<file path="config.mk">
export PLATFORM = sky130hd
export DESIGN_NAME = mmio_console_flat
export DESIGN_NICKNAME = d
export VERILOG_FILES = /design/src/rtl/mmio_console_pkg.sv /design/src/rtl/mmio_console_if.sv /design/src/rtl/mmio_console_sync_fifo.sv /design/src/rtl/mmio_console.sv /design/src/flat_wrapper.sv
export SDC_FILE = /design/constraint.sdc
export NUM_CORES = 1
export LEC_CHECK = 0
export ABC_AREA = 1
export BUFFER_PORTS_ARGS = -buffer_cell sky130_fd_sc_hd__buf_2
export CORE_MARGIN = 10
export CORE_UTILIZATION = 35
export CTS_BUF_LIST = sky130_fd_sc_hd__clkbuf_4 sky130_fd_sc_hd__clkbuf_8 sky130_fd_sc_hd__clkbuf_16
export CTS_CLUSTER_SIZE = 10
export DETAILED_ROUTE_END_ITERATION = 10
export PLACE_DENSITY_LB_ADDON = 0.1
export SLEW_MARGIN = 20
export SYNTH_ARGS = -nofsm -noshare
export SYNTH_HDL_FRONTEND = slang
export SYNTH_SLANG_ARGS = --single-unit
</file>
<file path="constraint.sdc">
create_clock -name phi2 -period 17.3 [get_ports phi2]
set_clock_uncertainty 0.1 [all_clocks]
set_input_delay 5.19 -clock phi2 [delete_from_list [all_inputs] [get_ports phi2]]
set_output_delay 5.19 -clock phi2 [all_outputs]
set_load 0.1 [all_outputs]
</file>
<file path="src/rtl/mmio_console_pkg.sv">
// Shared constants and types for the MMIO console: register addresses,
// UART state encoding, STATUS bit positions and the read-size mask helper.
package mmio_pkg;

    localparam logic [63:0] ADDR_DEBUG  = 64'hFFFF_FFFF_FFFF_FFF0;
    localparam logic [63:0] ADDR_HALT   = 64'hFFFF_FFFF_FFFF_FFF8;
    localparam logic [63:0] ADDR_TXDATA = 64'hFFFF_FFFF_FFFF_FFFC;
    localparam logic [63:0] ADDR_STATUS = 64'hFFFF_FFFF_FFFF_FFE8;

    typedef enum logic [1:0] {
        IDLE  = 2'd0,
        START = 2'd1,
        DATA  = 2'd2,
        STOP  = 2'd3
    } uart_state_t;

    localparam int STAT_EMPTY     = 0;
    localparam int STAT_FULL      = 1;
    localparam int STAT_BUSY      = 2;
    localparam int STAT_HALT      = 3;
    localparam int STAT_COUNT_LSB = 8;

    // Narrow STATUS reads to the requested access width (byte/half/word/dword).
    function automatic logic [63:0] size_mask(input logic [1:0] size);
        logic [63:0] mask;
        case (size)
            2'd0:    mask = 64'h0000_0000_0000_00FF;
            2'd1:    mask = 64'h0000_0000_0000_FFFF;
            2'd2:    mask = 64'h0000_0000_FFFF_FFFF;
            default: mask = 64'hFFFF_FFFF_FFFF_FFFF;
        endcase
        return mask;
    endfunction

endpackage

</file>
<file path="src/rtl/mmio_console_if.sv">
// CPU data-port bus as seen by the MMIO console: address, write/read
// requests and the combinational handshake returned by the peripheral.
interface mmio_console_if;
    logic [63:0] data_address;
    logic [1:0]  data_size;
    logic [63:0] output_data;
    logic        output_data_request;
    logic        output_data_complete;
    logic        input_data_request;
    logic [63:0] input_data;
    logic        input_data_valid;
    logic        selected;

    modport master (
        output data_address, data_size, output_data, output_data_request, input_data_request,
        input  output_data_complete, input_data, input_data_valid, selected
    );

    modport slave (
        input  data_address, data_size, output_data, output_data_request, input_data_request,
        output output_data_complete, input_data, input_data_valid, selected
    );
endinterface

</file>
<file path="src/rtl/mmio_console_sync_fifo.sv">
// Single-clock show-ahead FIFO; full is registered so a same-cycle pop
// never unblocks a push at a full FIFO.
module sync_fifo #(
    parameter int WIDTH = 8,
    parameter int DEPTH = 16
) (
    input  logic                     clk,
    input  logic                     rst,
    input  logic                     push,
    input  logic [WIDTH-1:0]         wdata,
    input  logic                     pop,
    output logic [WIDTH-1:0]         rdata,
    output logic                     full,
    output logic                     empty,
    output logic [$clog2(DEPTH):0]   count
);
    localparam int AW = $clog2(DEPTH);
    localparam logic [AW-1:0] PTR_ONE  = AW'(1);
    localparam logic [AW:0]   CNT_ONE  = (AW+1)'(1);
    localparam logic [AW:0]   CNT_ZERO = (AW+1)'(0);
    localparam logic [AW:0]   CNT_FULL = (AW+1)'(DEPTH);

    logic [WIDTH-1:0] mem_r [DEPTH];
    logic [AW-1:0]    wr_ptr_r;
    logic [AW-1:0]    rd_ptr_r;
    logic [AW:0]      count_r;
    logic [AW:0]      count_nxt_s;
    logic             full_r;
    logic             empty_s;
    logic             do_push_s;
    logic             do_pop_s;

    assign empty_s   = (count_r == CNT_ZERO);
    assign do_push_s = push & ~full_r;
    assign do_pop_s  = pop & ~empty_s;

    // Next occupancy from the accepted push/pop pair.
    always_comb begin
        count_nxt_s = count_r;
        if (do_push_s & ~do_pop_s) begin
            count_nxt_s = count_r + CNT_ONE;
        end else if (do_pop_s & ~do_push_s) begin
            count_nxt_s = count_r - CNT_ONE;
        end else begin
            count_nxt_s = count_r;
        end
    end

    // Storage array; contents are don't-care once pointers are reset.
    always_ff @(posedge clk) begin
        if (do_push_s) begin
            mem_r[wr_ptr_r] <= wdata;
        end
    end

    // Pointers, occupancy and the registered full flag.
    always_ff @(posedge clk or posedge rst) begin
        if (rst) begin
            wr_ptr_r <= {AW{1'b0}};
            rd_ptr_r <= {AW{1'b0}};
            count_r  <= CNT_ZERO;
            full_r   <= 1'b0;
        end else begin
            if (do_push_s) begin
                wr_ptr_r <= wr_ptr_r + PTR_ONE;
            end
            if (do_pop_s) begin
                rd_ptr_r <= rd_ptr_r + PTR_ONE;
            end
            count_r <= count_nxt_s;
            full_r  <= (count_nxt_s == CNT_FULL);
        end
    end

    assign rdata = mem_r[rd_ptr_r];
    assign full  = full_r;
    assign empty = empty_s;
    assign count = count_r;

endmodule

</file>
<file path="src/rtl/mmio_console.sv">
// MMIO console: decodes the top-of-memory register window, queues TXDATA
// bytes into a FIFO and shifts them out as 8N1 UART; latches HALT/DEBUG.
module mmio_console
    import mmio_pkg::*;
#(
    parameter int FIFO_DEPTH   = 16,
    parameter int CLKS_PER_BIT = 16
) (
    input  logic              phi2,
    input  logic              rst,
    mmio_console_if.slave     bus,
    output logic              tx,
    output logic              halt,
    output logic [63:0]       halt_code,
    output logic [63:0]       debug_value,
    output logic              debug_strobe
);
    localparam int CW = $clog2(FIFO_DEPTH) + 1;
    localparam int BW = $clog2(CLKS_PER_BIT);
    localparam logic [BW-1:0] BAUD_LAST = BW'(CLKS_PER_BIT - 1);
    localparam logic [BW-1:0] BAUD_ONE  = BW'(1);

    logic          hit_debug_s, hit_halt_s, hit_tx_s, hit_status_s;
    logic          selected_s, complete_s, valid_s;
    logic          wr_tx_s, wr_halt_s, wr_debug_s;
    logic          fifo_full_s, fifo_empty_s, pop_s, busy_s, baud_last_s;
    logic [7:0]    fifo_rdata_s;
    logic [CW-1:0] fifo_count_s;
    logic [7:0]    count8_s;
    logic [63:0]   status_s;
    logic [63:0]   rdata_s;

    uart_state_t   state_r;
    logic [BW-1:0] baud_r;
    logic [2:0]    bit_r;
    logic [7:0]    shift_r;
    logic          tx_r;
    logic          halt_r;
    logic [63:0]   halt_code_r;
    logic [63:0]   debug_value_r;
    logic          debug_strobe_r;

    assign hit_debug_s  = (bus.data_address == ADDR_DEBUG);
    assign hit_halt_s   = (bus.data_address == ADDR_HALT);
    assign hit_tx_s     = (bus.data_address == ADDR_TXDATA);
    assign hit_status_s = (bus.data_address == ADDR_STATUS);
    assign selected_s   = hit_debug_s | hit_halt_s | hit_tx_s | hit_status_s;

    // Only a TXDATA write into a full FIFO is refused; the CPU simply retries.
    assign complete_s = selected_s & bus.output_data_request & ~(hit_tx_s & fifo_full_s);
    assign valid_s    = selected_s & bus.input_data_request;
    assign wr_tx_s    = complete_s & hit_tx_s;
    assign wr_halt_s  = complete_s & hit_halt_s;
    assign wr_debug_s = complete_s & hit_debug_s;

    assign busy_s      = (state_r != IDLE);
    assign baud_last_s = (baud_r == BAUD_LAST);
    assign pop_s       = ~fifo_empty_s & ((state_r == IDLE) | ((state_r == STOP) & baud_last_s));

    sync_fifo #(.WIDTH(8), .DEPTH(FIFO_DEPTH)) u_fifo (
        .clk   (phi2),
        .rst   (rst),
        .push  (wr_tx_s),
        .wdata (bus.output_data[7:0]),
        .pop   (pop_s),
        .rdata (fifo_rdata_s),
        .full  (fifo_full_s),
        .empty (fifo_empty_s),
        .count (fifo_count_s)
    );

    assign count8_s = 8'(fifo_count_s);

    // STATUS image and read-data mux; write-only registers read as zero.
    always_comb begin
        status_s                 = 64'h0;
        status_s[STAT_COUNT_LSB +: 8] = count8_s;
        status_s[STAT_HALT]      = halt_r;
        status_s[STAT_BUSY]      = busy_s;
        status_s[STAT_FULL]      = fifo_full_s;
        status_s[STAT_EMPTY]     = fifo_empty_s;
        if (valid_s & hit_status_s) begin
            rdata_s = status_s & size_mask(bus.data_size);
        end else begin
            rdata_s = 64'h0;
        end
    end

    assign bus.selected             = selected_s;
    assign bus.output_data_complete = complete_s;
    assign bus.input_data_valid     = valid_s;
    assign bus.input_data           = rdata_s;

    // HALT / DEBUG register bank.
    always_ff @(posedge phi2 or posedge rst) begin
        if (rst) begin
            halt_r         <= 1'b0;
            halt_code_r    <= 64'h0;
            debug_value_r  <= 64'h0;
            debug_strobe_r <= 1'b0;
        end else begin
            if (wr_halt_s) begin
                halt_r      <= 1'b1;
                halt_code_r <= bus.output_data;
            end
            if (wr_debug_s) begin
                debug_value_r <= bus.output_data;
            end
            debug_strobe_r <= wr_debug_s;
        end
    end

    // UART transmitter; tx changes on the same edge as each state/bit step.
    always_ff @(posedge phi2 or posedge rst) begin
        if (rst) begin
            state_r <= IDLE;
            baud_r  <= {BW{1'b0}};
            bit_r   <= 3'd0;
            shift_r <= 8'h00;
            tx_r    <= 1'b1;
        end else begin
            case (state_r)
                IDLE: begin
                    baud_r <= {BW{1'b0}};
                    if (pop_s) begin
                        state_r <= START;
                        shift_r <= fifo_rdata_s;
                        tx_r    <= 1'b0;
                    end else begin
                        tx_r    <= 1'b1;
                    end
                end
                START: begin
                    if (baud_last_s) begin
                        baud_r  <= {BW{1'b0}};
                        state_r <= DATA;
                        bit_r   <= 3'd0;
                        tx_r    <= shift_r[0];
                        shift_r <= {1'b0, shift_r[7:1]};
                    end else begin
                        baud_r  <= baud_r + BAUD_ONE;
                    end
                end
                DATA: begin
                    if (baud_last_s) begin
                        baud_r <= {BW{1'b0}};
                        if (bit_r == 3'd7) begin
                            state_r <= STOP;
                            tx_r    <= 1'b1;
                        end else begin
                            bit_r   <= bit_r + 3'd1;
                            tx_r    <= shift_r[0];
                            shift_r <= {1'b0, shift_r[7:1]};
                        end
                    end else begin
                        baud_r <= baud_r + BAUD_ONE;
                    end
                end
                STOP: begin
                    if (baud_last_s) begin
                        baud_r <= {BW{1'b0}};
                        // Back-to-back frames: go straight to the next start bit.
                        if (pop_s) begin
                            state_r <= START;
                            shift_r <= fifo_rdata_s;
                            tx_r    <= 1'b0;
                        end else begin
                            state_r <= IDLE;
                            tx_r    <= 1'b1;
                        end
                    end else begin
                        baud_r <= baud_r + BAUD_ONE;
                    end
                end
                default: begin
                    state_r <= IDLE;
                    baud_r  <= {BW{1'b0}};
                    tx_r    <= 1'b1;
                end
            endcase
        end
    end

    assign tx           = tx_r;
    assign halt         = halt_r;
    assign halt_code    = halt_code_r;
    assign debug_value  = debug_value_r;
    assign debug_strobe = debug_strobe_r;

endmodule

</file>
<file path="src/flat_wrapper.sv">
// flat-port wrapper written by rule: the top's interface ports become plain ports
module mmio_console_flat import mmio_pkg::*;
#(
    parameter int FIFO_DEPTH   = 16,
    parameter int CLKS_PER_BIT = 16
)
  (phi2, rst, tx, halt, halt_code, debug_value, debug_strobe, bus_data_address, bus_data_size, bus_output_data, bus_output_data_request, bus_input_data_request, bus_output_data_complete, bus_input_data, bus_input_data_valid, bus_selected);
  mmio_console_if bus_i ();
  input  logic phi2;
  input  logic rst;
  output logic tx;
  output logic halt;
  output logic [63:0] halt_code;
  output logic [63:0] debug_value;
  output logic debug_strobe;
  input wire logic [$bits(bus_i.data_address)-1:0] bus_data_address;
  input wire logic [$bits(bus_i.data_size)-1:0] bus_data_size;
  input wire logic [$bits(bus_i.output_data)-1:0] bus_output_data;
  input wire logic [$bits(bus_i.output_data_request)-1:0] bus_output_data_request;
  input wire logic [$bits(bus_i.input_data_request)-1:0] bus_input_data_request;
  output wire logic [$bits(bus_i.output_data_complete)-1:0] bus_output_data_complete;
  output wire logic [$bits(bus_i.input_data)-1:0] bus_input_data;
  output wire logic [$bits(bus_i.input_data_valid)-1:0] bus_input_data_valid;
  output wire logic [$bits(bus_i.selected)-1:0] bus_selected;
  assign bus_i.data_address = bus_data_address;
  assign bus_i.data_size = bus_data_size;
  assign bus_i.output_data = bus_output_data;
  assign bus_i.output_data_request = bus_output_data_request;
  assign bus_i.input_data_request = bus_input_data_request;
  assign bus_output_data_complete = bus_i.output_data_complete;
  assign bus_input_data = bus_i.input_data;
  assign bus_input_data_valid = bus_i.input_data_valid;
  assign bus_selected = bus_i.selected;
  mmio_console #(.FIFO_DEPTH(FIFO_DEPTH), .CLKS_PER_BIT(CLKS_PER_BIT)) u_core (.phi2(phi2), .rst(rst), .bus(bus_i), .tx(tx), .halt(halt), .halt_code(halt_code), .debug_value(debug_value), .debug_strobe(debug_strobe));
endmodule
</file>
## After elaboration in Yosys (flattened, before gate mapping)

Memory sizes are Yosys's and may differ from the RTL's.
Cells that the tools add are included.

- Register bits: 162
- Memory bits (writable): 128
- Input port bits: 134
- Output and inout port bits: 198
- Word-level logic and storage cells: 104
- Memories: 1

- $add $sub $neg: 6
- Equality and inequality tests: 18
- Mux-type cells: 32
- Bitwise operators: 24
- Reduce and logical (&&, ||, !) cells: 10

Memories:

| name | depth | width | rd ports | clocked after Yosys merged registers in | write ports | RTL line | source |
|---|---|---|---|---|---|---|---|
| u_core.u_fifo.mem_r | 16 | 8 | 1 | 0 | 1 | mmio_console_sync_fifo.sv:23 | `logic [WIDTH-1:0] mem_r [DEPTH];` |

Operator list:

| operator | count |
|---|---|
| 64-bit equality test (second input constant) | 4 |
| 64-bit one-hot mux with 3 select lines | 1 |
| 64-bit 2-to-1 mux | 2 |
| 13-bit by 64-bit AND with 64-bit output | 1 |
| 8-bit 2-to-1 mux | 5 |
| 8-bit one-hot mux with 4 select lines | 1 |
| 1-bit AND | 14 |
| 4-bit by 1-bit adder with 4-bit output (second input constant) | 3 |
| 2-bit 2-to-1 mux | 5 |
| 5-bit 2-to-1 mux | 2 |
| 3-bit 2-to-1 mux | 3 |
| 1-bit 2-to-1 mux | 8 |
| 2-bit by 1-bit inequality test with 1-bit output (second input constant) | 4 |
| 2-bit one-hot mux with 4 select lines | 1 |
| 4-bit one-hot mux with 2 select lines | 1 |
| 4-bit AND reduction | 2 |
| 2-bit equality test (second input constant) | 3 |
| 3-bit one-hot mux with 2 select lines | 1 |
| 5-bit by 1-bit adder with 5-bit output (second input constant) | 1 |
| 5-bit equality test (second input constant) | 1 |
| 5-bit zero test | 1 |
| 1-bit NOT | 5 |
| 5-bit AND reduction | 1 |
| 5-bit by 1-bit subtractor with 5-bit output (second input constant) | 1 |
| 12 further kinds | 19 |

## Depth between registers and ports, before layout

Gate-level depths: netlist of the first run.

- Word-level depth: 13
- Gate-level depth with buffers: 15
- Gate-level depth less buffers: 15

## Hierarchy

A second synthesis of the first run with hierarchy kept.

- Cells, all modules: 1456
- Area total of the unflattened synthesis: 13515.5 µm²

By module, submodules not included:

| module | times used | cells an instance | area an instance (µm²) | sequential area each (µm²) |
|---|---|---|---|---|
| mmio_console | 1 | 990 | 7586.0 | 3704.8 |
| sync_fifo | 1 | 466 | 5929.4 | 4194.0 |

## Worst setup path before layout of the first run

Ideal clock, no wire load.

- Path type: input to output
- Start: input port bus_data_address[7]
- End: output port bus_output_data_complete
- Arrival time: 8.125 ns
- Data required time: 12.010 ns
- Slack: 3.885 ns
- Stages: 9
- Path buffers: 1
- Path through: nand2_1 -> nor2_1 -> nand2_1 -> nor2_1 -> nand2_1 -> nor2_4 -> a21boi_2 -> buf_2 -> a21boi_0

- Word-level cells in the longest chain between the ends: 6
- Elaborated cells on any way between the ends: 11
- Those cells by class: eq/ne (4); bitwise (7)

RTL lines:

| what | RTL line | source |
|---|---|---|
| from (decl) | flat_wrapper.sv:16 | `input wire logic [$bits(bus_i.data_address)-1:0] bus_data_address;` |
| 64-bit equality test, on equally long branches | mmio_console.sv:43, mmio_console.sv:44 |  |
| 1-bit bitwise OR (3 in series) | mmio_console.sv:47 | `assign selected_s = hit_debug_s \| hit_halt_s \| hit_tx_s \| hit_status_s;` |
| 1-bit AND | mmio_console.sv:50 | `assign complete_s = selected_s & bus.output_data_request & ~(hit_tx_s & fifo_full_s);` |
| 1-bit AND (*) | mmio_console.sv:50 |  |
| to (decl) | flat_wrapper.sv:21 | `output wire logic [$bits(bus_i.output_data_complete)-1:0] bus_output_data_complete;` |

Mark *: on every way between the ends. The rest lies on a longest branch, timed or not.

## Worst setup path after layout of the first run

- Start: input port bus_data_address[57]
- End: output port bus_output_data_complete

The elaborated chain is that of the path after synthesis.

==> results of run 1 <==
report_power, final:
group	switching [W]	total, W	leakage, nW	internal [W]
clock network	0.000287	0.000743	0.594	0.000456
registers	0	0.000720	3.02	0.000720
logic	0.0000804	0.0000934	3.80	0.0000130
final cells by class:
type,count,area (um2)
multi-input cells,835,4040
inverters,107,407
flip-flops and latches,290,7900
well taps,468,586
fillers,3590,20900
clock inverters,4,56.3
repair buffers,286,1460
clock buffers,58,1110
cell usage in the layout (no fill, tap or decap), types with 2 or more instances in the layout:
cell type and instances:
o22ai_1 10, conb_1 55, dfrtp_1 160, o221ai_1 23, clkbuf_4 18, buf_4 10
a21boi_0 2, a21oi_1 70, nor4_1 4, xor2_1 11, nand3_2 2, o211ai_1 12
inv_2 5, nand4_1 76, nand2_1 234, edfxtp_1 128, inv_1 99, nor2_1 188
clkbuf_16 38, o21ai_0 78, clkinv_2 2, clkinv_1 2, nand3_1 34, nor3_1 6
ha_1 15, nand2_2 3, clkbuf_8 2, buf_2 276
logic make-up after synthesis:
kind of cell	after synthesis	share of synthesized area
xor+xnor	12	0.00816
fa+ha+maj	15	0.0146
compound gates	199	0.0889
simple gates	554	0.184
buf+inv	231	0.0910
other cells	1	0.000291
flops	290	0.613
state kept, by name, summed over array words and instances, names as in the netlist, 2 cells and up:
| name | cells |
|---|---|
| u_core.u_fifo.wr_ptr_r | 4 |
| u_core.debug_value | 64 |
| u_core.u_fifo.count | 5 |
| u_core.shift_r | 8 |
| u_core.u_fifo.mem_r | 128 |
| u_core.baud_r | 4 |
| u_core.bit_r | 3 |
| u_core.state_r | 2 |
| u_core.u_fifo.rd_ptr_r | 4 |
| u_core.halt_code | 64 |
worst paths after layout:
| check | start | endpoint | cells past startpoint | slack, ns |
|---|---|---|---|---|
| max in group asynchronous | rst | u_core.u_fifo.rd_ptr_r[0] | 3 | 10.82 |
| min reg2reg | u_core.debug_value[62] | u_core.debug_value[62] | 2 | 0.36 |
| min | u_core.debug_value[62] | u_core.debug_value[62] | 2 | 0.36 |
| min in group asynchronous | rst | u_core.halt_code[33] | 2 | 4.77 |
| max | bus_data_address[57] | bus_output_data_complete | 11 | 4.71 |
| max reg2reg | u_core.u_fifo.full | u_core.halt_code[13] | 6 | 14.41 |
worst max-delay path: stages:
cell and delay (ns):
buf_2 0.11, nand2_1 0.06, nor2_1 0.04, nand2_1 0.08, nor2_1 0.06, nand2_2 0.16
nor2_4 0.09, a21boi_4 0.12, buf_4 0.66, a21boi_0 0.26, buf_2 0.46
metal layers:
layer | vias up | track usage | wire, um | share of wire
met3 | 53 | 0.0575 | 3150 | 0.076
met2 | 304 | 0.291 | 19700 | 0.48
li1 | 4786 | - | - | -
met5 | - | 0 | 27 | 0.00065
met1 | 4795 | 0.228 | 17600 | 0.43
met4 | 4 | 0.0444 | 758 | 0.018
through the flow:
step                      cells  hold slack [ns]
after floorplan            1356            0.330
after detailed placement   1986            0.354
after global placement     1986            0.350
final                      2048            0.364
after global routing       2048            0.383
after CTS                  2048            0.368
==> impl_results.md, run 1 <==
* Run status: completed
* CP Capture Type: primary output
* HP Class: reg2reg
* Setup TNS at 0 ns
* DR pass1 iterations at 5
* Setup Crit Path Kind: in2out
* Die Ht at 212 um
* Average size of a mapped cell at 9.90 um2
* Finished Cell Area at roughly 16,000 um2
* Pwr Total at 0.00156 W
* TritonCTS clock tree: done
* CTS H-tree lvls at 2
* Routed WL at 41,300 um
* Largest net degree at the start of global routing at 102
* Ys Warns at 0
* Placed wire-length estimate at 28,100 um
* # IOs at 332
* Die width at approximately 210 um
* Share of post-route cells with drive strength above 1 at 0.233
* Num Clock Sinks at 290
* Count of state elements after synthesis at 290
* CP Max Fanout at 67
* Total GRT Usage at 0.180
* Pre-CTS WS at 4.71 ns
* Yosys cell types at 38
* First-pass GRT wire length at 62,500 um
* Row count at 70
* Cell Pwr Density at 100 nW/um2
* Slew headroom at 0.370
* EDFF count, synth at 128
* Vias in the first global route at between 10,000 and 15,000
* Num CTS Buffers at 36
* WL per Instance at 20.2 um
* CP arrival at 7.30 ns
* Max IR drop VDD at around 0.053 mV
* Leak pwr at around 7.4 nW
* Root buffer cell: clkbuf_16
* Clock Path Buffers at 3
* Dominant cells by area after synthesis: dfrtp_1 31%, edfxtp_1 30%, nand2_1 6.9%, nor2_1 5.5%, nand4_1 3.7%
* Final Wtd Congestion at 0.820
* Final Core Density at 0.427
* DRC Markers at 0
* Placed cell areas at 14,400 um2
* RSZ-0062 raised after global routing: false
* Async set-reset flop share out of synthesis at 0.559
* Iter 0 DRT Violations at 644
* Port bufs at 276
* Via count at just under 10,000
* Fin. max-slew vios at 0
* Area grow syn2layout at 20.8%
* CTS resizes at 0
* Cts hold-fix bufs at 0
* Post-CTS setup buffers at 0
* Clk_lat worst skew at roughly 0.53 ns
* Cell taking the most area after synthesis: dfrtp_1
* Avg Vias per Cell at just under 5
* Syn Inst Count at 1,302
* Clock transition at path regs at 0.06 ns
* Mapped Area at around 13,000 um2
* Top FF cell, synth: dfrtp_1
* Slew @ Worst Pin at 0.941 ns
* Gr ovfl total at 0
* Die ar. at 44,900 um2
* Initial antenna violation count at 4
* Tmin final at 12.59 ns
* Core Area at 36,400 um2
* Synth top cells by count: 236 x nand2_1, 188 x nor2_1, 161 x dfrtp_1
* Max-cap violations at 0
* Area share of the largest cell type after synthesis at 0.313
* Top-count cell post-synth: nand2_1
* Antenna Nets Post-Route at 0
* Sequential element share of the synthesized area at 0.613
* Crit path launch type: input pin
* Highest clock rate at ~0.08 GHz
* ANT cells at 0
* Final WS setup at 4.71 ns
* Final worst path period share at 0.728
* Endpoints failing setup at 0
* Req. time, crit path at 12.01 ns
* Initial Util at 0.354
* Final Hold Violating Endpoints at 0
* NumNets Final at around 1,700
No activity file was read; power rests on OpenSTA's default activity.
==> run 2, diff against run 1 <==
==> constraint.sdc (replaced) <==
create_clock -name phi2 -period 12.7 [get_ports phi2]
set_clock_uncertainty 0.1 [all_clocks]
set_input_delay 3.81 -clock phi2 [delete_from_list [all_inputs] [get_ports phi2]]
set_output_delay 3.81 -clock phi2 [all_outputs]
set_load 0.1 [all_outputs]
==> impl_results.md, run 2 (synthesized netlist as in run 1, its figures left out) <==
* Hold Path End: u_core.baud_r[0]
* Root buffer cell: clkbuf_16
* Crit path launch type: input pin
* Cell depth of the worst setup path at 9
* Clock transition at path regs at 0.06 ns
* Req. time, crit path at 8.79 ns
* Slowest-stage cell, CP: nor3_4
* Highest clock rate at 0.0997 GHz
* Clock Path Buffers at 3
* Num CTS Buffers at 36
* Largest Register: u_core.u_fifo.mem_r
* Final Hold Violating Endpoints at 0
* Via count at 9,908
* Initial antenna violation count at 4
* Max-cap violations at 0
* Hold Crit Depth at 1
* Die width at between 200 and 250 um
* R2r setup slk at roughly 9.6 ns
* Reg2reg path depth at 8
* DRC Markers at 0
* ANT cells at 0
* Crit path largest cell delay at 0.73 ns
* Initial Util at 0.354
* CP arrival at ~6 ns
* Max reg flops at 128
* Min-Delay Startpoint: u_core.baud_r[0]
* Finished Cell Area at 15,500 um2
* Cts hold-fix bufs at 0
* WL per Instance at 20.0 um
* Antenna Nets Post-Route at 0
* Fillers at 3,653
* Vias in the first global route at 10,200
* Setup Crit Path Kind: in2out
* Setup TNS at 0 ns
* NetSw at 0.000485 W
* Cell Pwr Density at 134 nW/um2
* Endpoints failing setup at 0
* CP Capture Type: primary output
* Buf/Inv on CP at 3
* Flop pwr share at 0.474
* DR pass1 iterations at 4
* Post-CTS setup buffers at 0
* Final Wtd Congestion at 0.844
* CTS resizes at 0
* Largest net degree at the start of global routing at 106
* Gr ovfl total at 0
* Core Area at 36,400 um2
* Die Ht at around 210 um
* First-pass GRT wire length at 62,200 um
* Fin. max-slew vios at 0
* Commonest non-fill, non-tap cells in the layout: 276 x buf_2, 234 x nand2_1, 188 x nor2_1
* Leak pwr at 7.38 nW
* TritonCTS clock tree: done
* Commonest non-fill, non-tap cell in the layout: buf_2
* Reg-to-Reg End: u_core.shift_r[1]
* Iter 0 DRT Violations at 659
* Switching part of the total at 0.234
* CP Max Fanout at 21
* Placed wire-length estimate at approximately 28,000 um
* Worst path top cell family by delay: simple AND/OR/NAND/NOR gates
* Slew headroom at 0.281
* Share of post-route cells with drive strength above 1 at 0.231
* Max IR drop VDD at 0.0835 mV
* Avg Vias per Cell at 4.84
* Area grow syn2layout at 20.3%
* # IOs at between 300 and 400
* Row count at 70
* Clock power share at 0.464
* Die ar. at 44,900 um2
* Internal Power at 0.00159 W
* Routed WL at 40,900 um
* FF-to-FF Start: u_core.u_fifo.rd_ptr_r[1]
* Cells along the critical path: buf_2 -> inv_1 -> nand2_1 -> nor3_1 -> nand3_1 -> nor3_4 -> nor2_1 -> a21boi_0 -> buf_2
* Run status: completed
* RSZ-0062 raised after global routing: false
* CTS H-tree lvls at 2
* Total GRT Usage at 0.179
* Cell mode on critical path: buf_2
* Placed cell areas at roughly 14,000 um2
* NumNets Final at between 1,500 and 2,000
* Combinational power share at 0.062
* Port bufs at 276
* HP Class: reg2reg
* Clk_lat worst skew at 0.51 ns
* Slew @ Worst Pin at 1.07 ns
* Final worst path period share at 0.789
* Num Clock Sinks at 290
* Tmin final at 10.03 ns
==> run 2: worst max path at each step <==
stage                             start                  endpoint  slack (ns)
floorplan           bus_data_address[7]  bus_output_data_complete        2.05
global route        bus_data_address[0]      bus_input_data_valid        2.47
CTS                 bus_data_address[0]      bus_input_data_valid        2.60
detailed placement  bus_data_address[0]      bus_input_data_valid        2.61
finish              bus_data_address[0]      bus_input_data_valid        2.67
global placement    bus_data_address[0]  bus_output_data_complete        2.69
==> run 2: power groups by stage <==
stage               registers (W)  logic [W]  clock network, W
floorplan                0.000999  0.0000988                 0
CTS                      0.000981   0.000128          0.000990
finish                   0.000981   0.000127          0.000961
detailed placement       0.000999   0.000128                 0
global route             0.000980   0.000136           0.00103
global placement         0.000999   0.000128                 0
==> run 2: routing by layer <==
layer | routed length [um] | track usage | vias to the layer above
met4 | 854 | 0.0481 | 6
met1 | 17000 | 0.226 | 4742
li1 | - | - | 4793
met5 | 44 | 0 | -
met2 | 19700 | 0.289 | 306
met3 | 3350 | 0.0596 | 61
==> run 2: final cells by class <==
type	count	area [um2]	area share
well taps	468	586	0.0378
repair buffers	286	1460	0.0940
clock inverters	3	18.8	0.00121
inverters	107	409	0.0264
multi-input cells	835	4040	0.261
clock buffers	56	1090	0.0701
flip-flops and latches	290	7900	0.510
==> run 2: worst reg2reg max path: cells and delay by family, from the launching register on <==
kind	cells	cell delay [ns]
AO/OA/AOI/OAI	4	0.94
buffers and inverters	2	1.33
AND/OR/NAND/NOR	2	0.26
flip-flops	1	0.32
==> run 2: metrics by stage <==
step / cells / setup WS (ns) / total power (W) / hold slack [ns] / util
6_report: 2045 / 2.67 / 0.00207 / 0.357 / 0.425
5_1_grt: 2045 / 2.47 / 0.00214 / 0.377 / 0.425
4_1_cts: 2045 / 2.60 / 0.00210 / 0.362 / 0.425
3_5_place_dp: 1986 / 2.61 / 0.00113 / 0.353 / 0.395
3_3_place_gp: 1986 / 2.69 / 0.00113 / 0.350 / 0.395
2_1_floorplan: 1356 / 2.05 / 0.00110 / 0.330 / -
